==> config.mk <==
export PLATFORM = sky130hd
export DESIGN_NAME = instruction_fetch
export DESIGN_NICKNAME = d
export VERILOG_FILES = /design/src/rtl/instruction_fetch.sv
export SDC_FILE = /design/constraint.sdc
export NUM_CORES = 1
export LEC_CHECK = 0
export CAP_MARGIN = 20
export CORE_ASPECT_RATIO = 1.5
export CORE_MARGIN = 5
export CORE_UTILIZATION = 47
export CTS_BUF_LIST = sky130_fd_sc_hd__clkbuf_4 sky130_fd_sc_hd__clkbuf_8
export DETAILED_ROUTE_END_ITERATION = 6
export GPL_ROUTABILITY_DRIVEN = 0
export PLACE_DENSITY = 0.84
export SLEW_MARGIN = 20
export SYNTH_ARGS = -nofsm -noshare
export SYNTH_HDL_FRONTEND = slang
export SYNTH_SLANG_ARGS = --single-unit
export TNS_END_PERCENT = 5
==> constraint.sdc <==
create_clock -name clk -period 2.2 [get_ports clk]
set_input_delay 0.44 -clock clk [delete_from_list [all_inputs] [get_ports clk]]
set_output_delay 0.44 -clock clk [all_outputs]
set_load 0.01 [all_outputs]
==> src/rtl/instruction_fetch.sv <==
// Instruction fetch sequencer: owns the PC, drives a 1-cycle-latency instruction memory,
// and presents fetched words through a 2-entry valid/ready buffer with redirect and stop flush.
module instruction_fetch #(
    parameter int DATA_WIDTH = 60,
    parameter int ADDR_WIDTH = 8
) (
    input  logic                  clk,
    input  logic                  rst_n,
    input  logic                  start,
    input  logic [ADDR_WIDTH-1:0] start_addr,
    input  logic                  redirect_valid,
    input  logic [ADDR_WIDTH-1:0] redirect_addr,
    input  logic                  stop,
    output logic [ADDR_WIDTH-1:0] mem_addr,
    input  logic [DATA_WIDTH-1:0] mem_data,
    output logic [DATA_WIDTH-1:0] instr,
    output logic [ADDR_WIDTH-1:0] instr_pc,
    output logic                  instr_valid,
    input  logic                  instr_ready,
    output logic                  busy
);

    typedef enum logic {IDLE, RUN} state_t;

    localparam logic [ADDR_WIDTH-1:0] PC_ONE = ADDR_WIDTH'(1);

    state_t                state;
    logic [ADDR_WIDTH-1:0] pc;
    logic                  inflight;
    logic [ADDR_WIDTH-1:0] inflight_pc;
    logic [1:0]            occ;
    logic [DATA_WIDTH-1:0] tail_data;
    logic [ADDR_WIDTH-1:0] tail_pc;

    logic                  pop;
    logic [2:0]            pending;
    logic                  issue;
    logic [1:0]            occ_after_pop;
    logic [1:0]            occ_next;

    assign mem_addr = pc;
    assign busy     = (state == RUN);
    assign pop      = instr_valid & instr_ready;

    // Words already committed to the buffer after this edge; issue only while a slot remains.
    assign pending       = {1'b0, occ} + {2'b00, inflight} - {2'b00, pop};
    assign issue         = (state == RUN) && !stop && !redirect_valid && (pending < 3'd2);
    assign occ_after_pop = occ - {1'b0, pop};
    assign occ_next      = occ_after_pop + {1'b0, inflight};

    always_ff @(posedge clk or negedge rst_n) begin
        if (!rst_n) begin
            state       <= IDLE;
            pc          <= '0;
            inflight    <= 1'b0;
            inflight_pc <= '0;
            occ         <= '0;
            instr       <= '0;
            instr_pc    <= '0;
            instr_valid <= 1'b0;
            tail_data   <= '0;
            tail_pc     <= '0;
        end else begin
            case (state)
                IDLE: begin
                    inflight <= 1'b0;
                    if (start) begin
                        state <= RUN;
                        pc    <= start_addr;
                    end
                end
                RUN: begin
                    if (stop || redirect_valid) begin
                        inflight    <= 1'b0;
                        occ         <= '0;
                        instr_valid <= 1'b0;
                        if (stop) begin
                            state <= IDLE;
                        end else begin
                            pc <= redirect_addr;
                        end
                    end else begin
                        inflight <= issue;
                        if (issue) begin
                            inflight_pc <= pc;
                            pc          <= pc + PC_ONE;
                        end
                        if (pop) begin
                            instr    <= tail_data;
                            instr_pc <= tail_pc;
                        end
                        // A capture lands at the first free slot after the pop; this overrides the shift.
                        if (inflight) begin
                            if (occ_after_pop == 2'd0) begin
                                instr    <= mem_data;
                                instr_pc <= inflight_pc;
                            end else begin
                                tail_data <= mem_data;
                                tail_pc   <= inflight_pc;
                            end
                        end
                        occ         <= occ_next;
                        instr_valid <= (occ_next != 2'd0);
                    end
                end
                default: state <= IDLE;
            endcase
        end
    end

endmodule
==> results of run 1 <==
==> cell families (layout without fill, tap and decap cells) <==
family / Yosys count / count (layout) / synth area share [%]
compound gates: 173 / 173 / 20.3
flops: 157 / 157 / 57.6
mux: 81 / 81 / 14.5
buf+inv: 49 / 230 / 3.69
simple gates: 35 / 35 / 2.81
xor+xnor: 4 / 4 / 0.514
fa+ha+maj: 3 / 3 / 0.660
==> cells in the final DEF (no fill, tap or decap), types with 5 or more instances in the layout <==
cell	n
o2bb2ai_1	71
clkdlybuf4s50_1	157
buf_12	9
clkinv_2	5
o21ai_0	8
mux2_2	61
inv_1	6
a22oi_1	69
dfrtp_1	157
clkbuf_8	18
nand2_1	8
a21oi_1	6
mux2_4	20
buf_4	22
==> layer usage <==
layer | part of all wire (%) | track usage (%) | wire, µm | vias to the layer above
met3 | 5.2 | 5.33 | 927 | 43
met1 | 40 | 25.5 | 7050 | 2588
li1 | - | - | - | 2274
met4 | 3.2 | 10.1 | 571 | 0
met5 | 0 | 0 | 0 | -
met2 | 52 | 37.3 | 9220 | 178
==> per-stage QoR <==
| stage | setup slack, ps | setup TNS, ps | total power [W] | util, % |
|---|---|---|---|---|
| floorplan | -185 | -1840 | 0.00542 | - |
| global placement | -585 | -25690 | 0.00694 | 61.3 |
| detailed placement | -674 | -28850 | 0.00710 | 61.3 |
| CTS | -122 | -501 | 0.00933 | 64.2 |
| global route | -201 | -1130 | 0.00973 | 64.2 |
| finish | -191 | -678 | 0.00925 | 64.2 |
==> path summary, 6_finish.rpt <==
check,slack (ps),to,cells past startpoint,startpoint
max,-190,mem_addr[0],8,instr_valid
min,490,instr[41],1,instr[41]
max reg2reg,-190,mem_addr[0],8,instr_valid
min reg2reg,490,instr[41],1,instr[41]
max in group asynchronous,1010,instr[30],3,rst_n
min in group asynchronous,550,tail_data[47],2,rst_n
==> worst reg2reg max path: stages (launching register included) <==
cell      delay, ps
dfrtp_1         400
and3b_1         190
or2_4           240
nand2_2          70
fa_2            470
a211oi_4        400
buf_4           180
nor4_1           40
a221oi_1        290
==> cell type report <==
| type | count | area [µm²] | share of cell area (%) |
|---|---|---|---|
| inverters | 7 | 26.3 | 0.284 |
| well taps | 196 | 245 | 2.65 |
| repair buffers | 191 | 1950 | 21.1 |
| clock inverters | 12 | 145 | 1.57 |
| flip-flops and latches | 157 | 3930 | 42.5 |
| multi-input cells | 296 | 2690 | 29.1 |
| clock buffers | 20 | 263 | 2.84 |
==> state kept, by name, summed over array words and instances, names as in the netlist <==
name	count
tail_pc	8
tail_data	60
mem_addr	8
inflight_pc	8
instr_valid	1
inflight	1
instr	60
instr_pc	8
occ	2
busy	1
==> power by group through the flow <==
stage                     logic [W]  clock network [W]  registers [W]
after floorplan             0.00118                  0        0.00424
after global placement      0.00281                  0        0.00413
after detailed placement    0.00292                  0        0.00418
after CTS                   0.00294            0.00226        0.00413
after global routing        0.00311            0.00238        0.00424
final                       0.00291            0.00220        0.00414
==> timing repair <==
item / 4_1_cts / 5_1_grt
endpoints found under the hold margin: 57 / 0
pin swaps: 3 / 4
resized for setup: 1 / 1
hold buffers: 1 / 0
endpoints found under the setup margin: 8 / 8
==> impl_metrics.env, run 1 <==
export IMPL_clk_pin_slew_ps=80
export IMPL_synth_seq_cells=157
export IMPL_synth_cells=502
export IMPL_yosys_warnings=0
export IMPL_yosysTopAreaCellShare_pct=57.6
export IMPL_post_cts_buffers=0
export IMPL_cts_sinks=157
export IMPL_synth_nets=587
export IMPL_grt_pass1_wl_um=28800
export IMPL_crit_path_end_kind="flop"
export IMPL_wl_um=17800
export IMPL_worstPathArrival_ps=2730
export IMPL_hold_class="flop to flop"
export IMPL_cts_buffer_depth=2
export IMPL_skew_ps=8.68
export IMPL_cpPeakStageDelay_ps=470
export IMPL_switching_share_pct=30.1
export IMPL_drt_first_pass_iters=4
export IMPL_worstSetupStartpointType="flop"
export IMPL_vias_per_cell=5.78
export IMPL_async_flop_share_pct=100
export IMPL_final_cell_area_um2=9250
export IMPL_period_share_pct=109
export IMPL_ys_seq_area_share_pct=57.6
export IMPL_synth_edf_count=0
export IMPL_drc_errors=0
export IMPL_ys_flop_type="dfrtp_1"
export IMPL_io_pins=160
export IMPL_critPathKind="flop to flop"
export IMPL_power_switching_w=0.00278
export IMPL_area_delta_synth_final_pct=35.5
export IMPL_relSlewSlack_pct=55.6
export IMPL_grt_setup_unrepaired="true"
export IMPL_fin_cells=879
export IMPL_syn_area_um2=6820
export IMPL_pwr_share_comb_pct=31.5
export IMPL_ys_types=47
export IMPL_finalMaxSlewViolations=0
export IMPL_grt_usage_pct=21.7
export IMPL_status="complete, but fails checks"
export IMPL_start_util_pct=47.4
export IMPL_finalHoldViolations=0
export IMPL_max_slew_worst_pin_slew_ps=665
export IMPL_cp_slowest_cell="fa_2"
export IMPL_grt_start_max_net_pins=62
export IMPL_chipHeight_um=158
export IMPL_ant_nets=0
export IMPL_n_fill_cell=1114
export IMPL_post_place_cells=846
export IMPL_dieArea_um2=17100
export IMPL_drive_gt1_share_pct=23.9
export IMPL_num_rows=54
export IMPL_crit_buf_inv=1
export IMPL_powerDensity_nw_per_um2=1000
export IMPL_grt_ovfl_total=0
export IMPL_cts_buffers=17
export IMPL_pwr_share_clk_pct=23.8
export IMPL_finalSetupViolations=5
export IMPL_p_leak_nw=3.99
export IMPL_worst_slack_ps=-191
export IMPL_h_tree_depth=4
export IMPL_required_ps=2540
export IMPL_clock_latency_ps=450
export IMPL_path_max_fanout=7
export IMPL_yosys_top_cells_count="157 x dfrtp_1, 71 x o2bb2ai_1, 69 x a22oi_1"
export IMPL_antenna_cells=0
export IMPL_avgSynthCellArea_um2=13.6
export IMPL_fin_nets=755
export IMPL_power_internal_w=0.00646
export IMPL_wl_per_cell_um=20.2
export IMPL_drv_cap=0
export IMPL_core_um2=14400
export IMPL_dpl_hpwl_um=12300
export IMPL_place_port_buffers=159
export IMPL_cp_top_family="compound AO/OA/AOI/OAI gates"
export IMPL_dpl_cell_area_um2=8820
export IMPL_yosys_cell_count_top_type="dfrtp_1"
export IMPL_violations="negative setup slack"
export IMPL_synth_area_top_cells="dfrtp_1 58%, mux2_2 10%, o2bb2ai_1 9.1%"
export IMPL_grt_pass1_vias=5562
export IMPL_path_cells="and3b_1 -> or2_4 -> nand2_2 -> fa_2 -> a211oi_4 -> buf_4 -> nor4_1 -> a221oi_1"
export IMPL_drtIter0Drc=325
export IMPL_synth_top_area_cell="dfrtp_1"
export IMPL_ir_worst_vdd_uv=436
export IMPL_sequentialPowerShare_pct=44.8
export IMPL_vias=5083
export IMPL_die_width_um=108
export IMPL_root_buffer="clkbuf_8"
export IMPL_antenna_found_initial=0
export IMPL_max_freq_mhz=418
export IMPL_hold_ws_ps=491
export IMPL_cts_tree="done"
export IMPL_min_period_ps=2390
No activity file was read; power rests on OpenSTA's default activity.
==> run 2: changes to the inputs <==
Settings changed: CORE_UTILIZATION 47 to 56, PLACE_DENSITY 0.84 to 0.93.
Clock period 2.2 ns to 3 ns, I/O delays scaled along.
==> impl_metrics.env, run 2 (synthesis results as in run 1) <==
export IMPL_ctsHoldBuffers=0
export IMPL_drive_gt1_share_pct=21.5
export IMPL_area_delta_synth_final_pct=32.2
export IMPL_routed_top_layer="met4"
export IMPL_r2r_start="occ[0]"
export IMPL_place_port_buffers=159
export IMPL_finalSetupViolations=0
export IMPL_p_leak_nw=3.89
export IMPL_total_power_w=0.00686
export IMPL_clock_latency_ps=440
export IMPL_die_width_um=100
export IMPL_drv_cap=0
export IMPL_ff2ff_path_depth=8
export IMPL_drt_first_pass_iters=5
export IMPL_path_cells="clkdlybuf4s50_1 -> a21boi_0 -> or2_4 -> nand2_1 -> fa_1 -> xnor2_1 -> a211oi_2 -> nor2_1 -> mux2_2"
export IMPL_final_common_cell="clkdlybuf4s50_1"
export IMPL_powerDensity_nw_per_um2=760
export IMPL_crit_start="instr_ready"
export IMPL_clk_pin_slew_ps=80
export IMPL_drc_errors=0
export IMPL_max_freq_mhz=356
export IMPL_path_max_fanout=6
export IMPL_hold_class="primary input to asynchronous set/reset pin"
export IMPL_required_ps=3330
export IMPL_root_buffer="clkbuf_8"
export IMPL_ir_worst_vdd_uv=477
export IMPL_route_met3_wl_um=1050
export IMPL_core_um2=12000
export IMPL_min_period_ps=2810
export IMPL_critPathKind="primary input to flop"
export IMPL_vias_per_cell=6.23
export IMPL_max_slew_worst_pin_slew_ps=606
export IMPL_chipHeight_um=145
export IMPL_antenna_cells=0
export IMPL_cts_tree="done"
export IMPL_wl_met2_um=9580
export IMPL_cp_top_family="compound AO/OA/AOI/OAI gates"
export IMPL_skew_ps=8.52
export IMPL_wl_per_cell_um=21.8
export IMPL_wl_met1_um=6650
export IMPL_cts_buffers=17
export IMPL_finalHoldViolations=0
export IMPL_status="completed"
export IMPL_fin_setup_tns_ps=0
export IMPL_crit_path_end_kind="flop"
export IMPL_ant_nets=0
export IMPL_crit_buf_inv=1
export IMPL_cp_slowest_cell="a211oi_2"
export IMPL_relSlewSlack_pct=59.6
export IMPL_final_cell_area_um2=9020
export IMPL_io_pins=160
export IMPL_grt_ovfl_total=0
export IMPL_regToRegEndpoint="mem_addr[4]"
export IMPL_finalMaxSlewViolations=0
export IMPL_fin_nets=738
export IMPL_h_tree_depth=4
export IMPL_dpl_cell_area_um2=8570
export IMPL_cts_buffer_depth=2
export IMPL_grt_start_max_net_pins=72
export IMPL_cpPeakStageDelay_ps=460
export IMPL_grt_setup_unrepaired="false"
export IMPL_grt_pass1_vias=5643
export IMPL_final_cell_mix="158 x clkdlybuf4s50_1, 157 x dfrtp_1, 71 x o2bb2ai_1, 69 x a22oi_1, 61 x mux2_2"
export IMPL_reg_top3="instr x60, tail_data x60"
export IMPL_rrSetupSlack_ps=310
export IMPL_start_util_pct=57.1
export IMPL_cts_resized=0
export IMPL_drtIter0Drc=277
export IMPL_worstPathArrival_ps=3140
export IMPL_vias=5099
export IMPL_worstSetupStartpointType="primary input"
export IMPL_num_rows=49
export IMPL_post_cts_buffers=0
export IMPL_grt_usage_pct=25.4
export IMPL_grt_pass1_wl_um=29000
export IMPL_dpl_hpwl_um=12100
export IMPL_dieArea_um2=14500
export IMPL_antenna_found_initial=0
export IMPL_period_share_pct=93.7
export IMPL_cts_sinks=157
export IMPL_wl_um=17900
## run 2: per-layer routing
layer / vias up / track usage (%)
met5: - / 0
met4: 0 / 11.7
met3: 56 / 6.34
met2: 237 / 44.1
met1: 2570 / 29.2
li1: 2236 / -
## run 2: power by group
part	switching [W]	total (W)	internal [W]
clock	0.000781	0.00174	0.000955
sequential	0.000433	0.00306	0.00263
combinational	0.000849	0.00206	0.00121
total	0.00206	0.00686	0.00479
## run 2: worst register-to-register path: stages, from the launching register on
cell	delay, ps
dfrtp_1	460
a21boi_0	310
or2_4	210
nand2_1	70
fa_1	400
xnor2_1	180
a211oi_2	460
nor2_1	180
mux2_2	320
## run 2: final cells by class
type / instances / area, µm²
tap: 153 / 191
fill: 733 / 2940
sequential: 157 / 3930
inverter: 7 / 26.3
multi-input combinational: 296 / 2670
timing repair buffer: 174 / 1760
clock buffer: 19 / 262
clock inverter: 13 / 189
## run 2: worst max-delay path by stage
stage	endpoint	slack, ps	cells after the start
3_3_place_gp	mem_addr[3]	-60	9
3_5_place_dp	mem_addr[4]	-230	9
5_1_grt	mem_addr[0]	40	10
6_report	mem_addr[4]	190	9
2_1_floorplan	mem_addr[1]	420	8
4_1_cts	mem_addr[4]	250	9
## run 2: per-stage QoR
| stage | hold slack [ps] | setup slack [ps] | instances | utilization, % |
|---|---|---|---|---|
| 2_1_floorplan | 304 | 423 | 502 | - |
| 3_3_place_gp | 472 | -62.9 | 787 | 71.7 |
| 3_5_place_dp | 473 | -230 | 787 | 71.7 |
| 4_1_cts | 133 | 247 | 819 | 75.4 |
| 5_1_grt | 156 | 40.7 | 819 | 75.4 |
| 6_report | 132 | 190 | 819 | 75.4 |
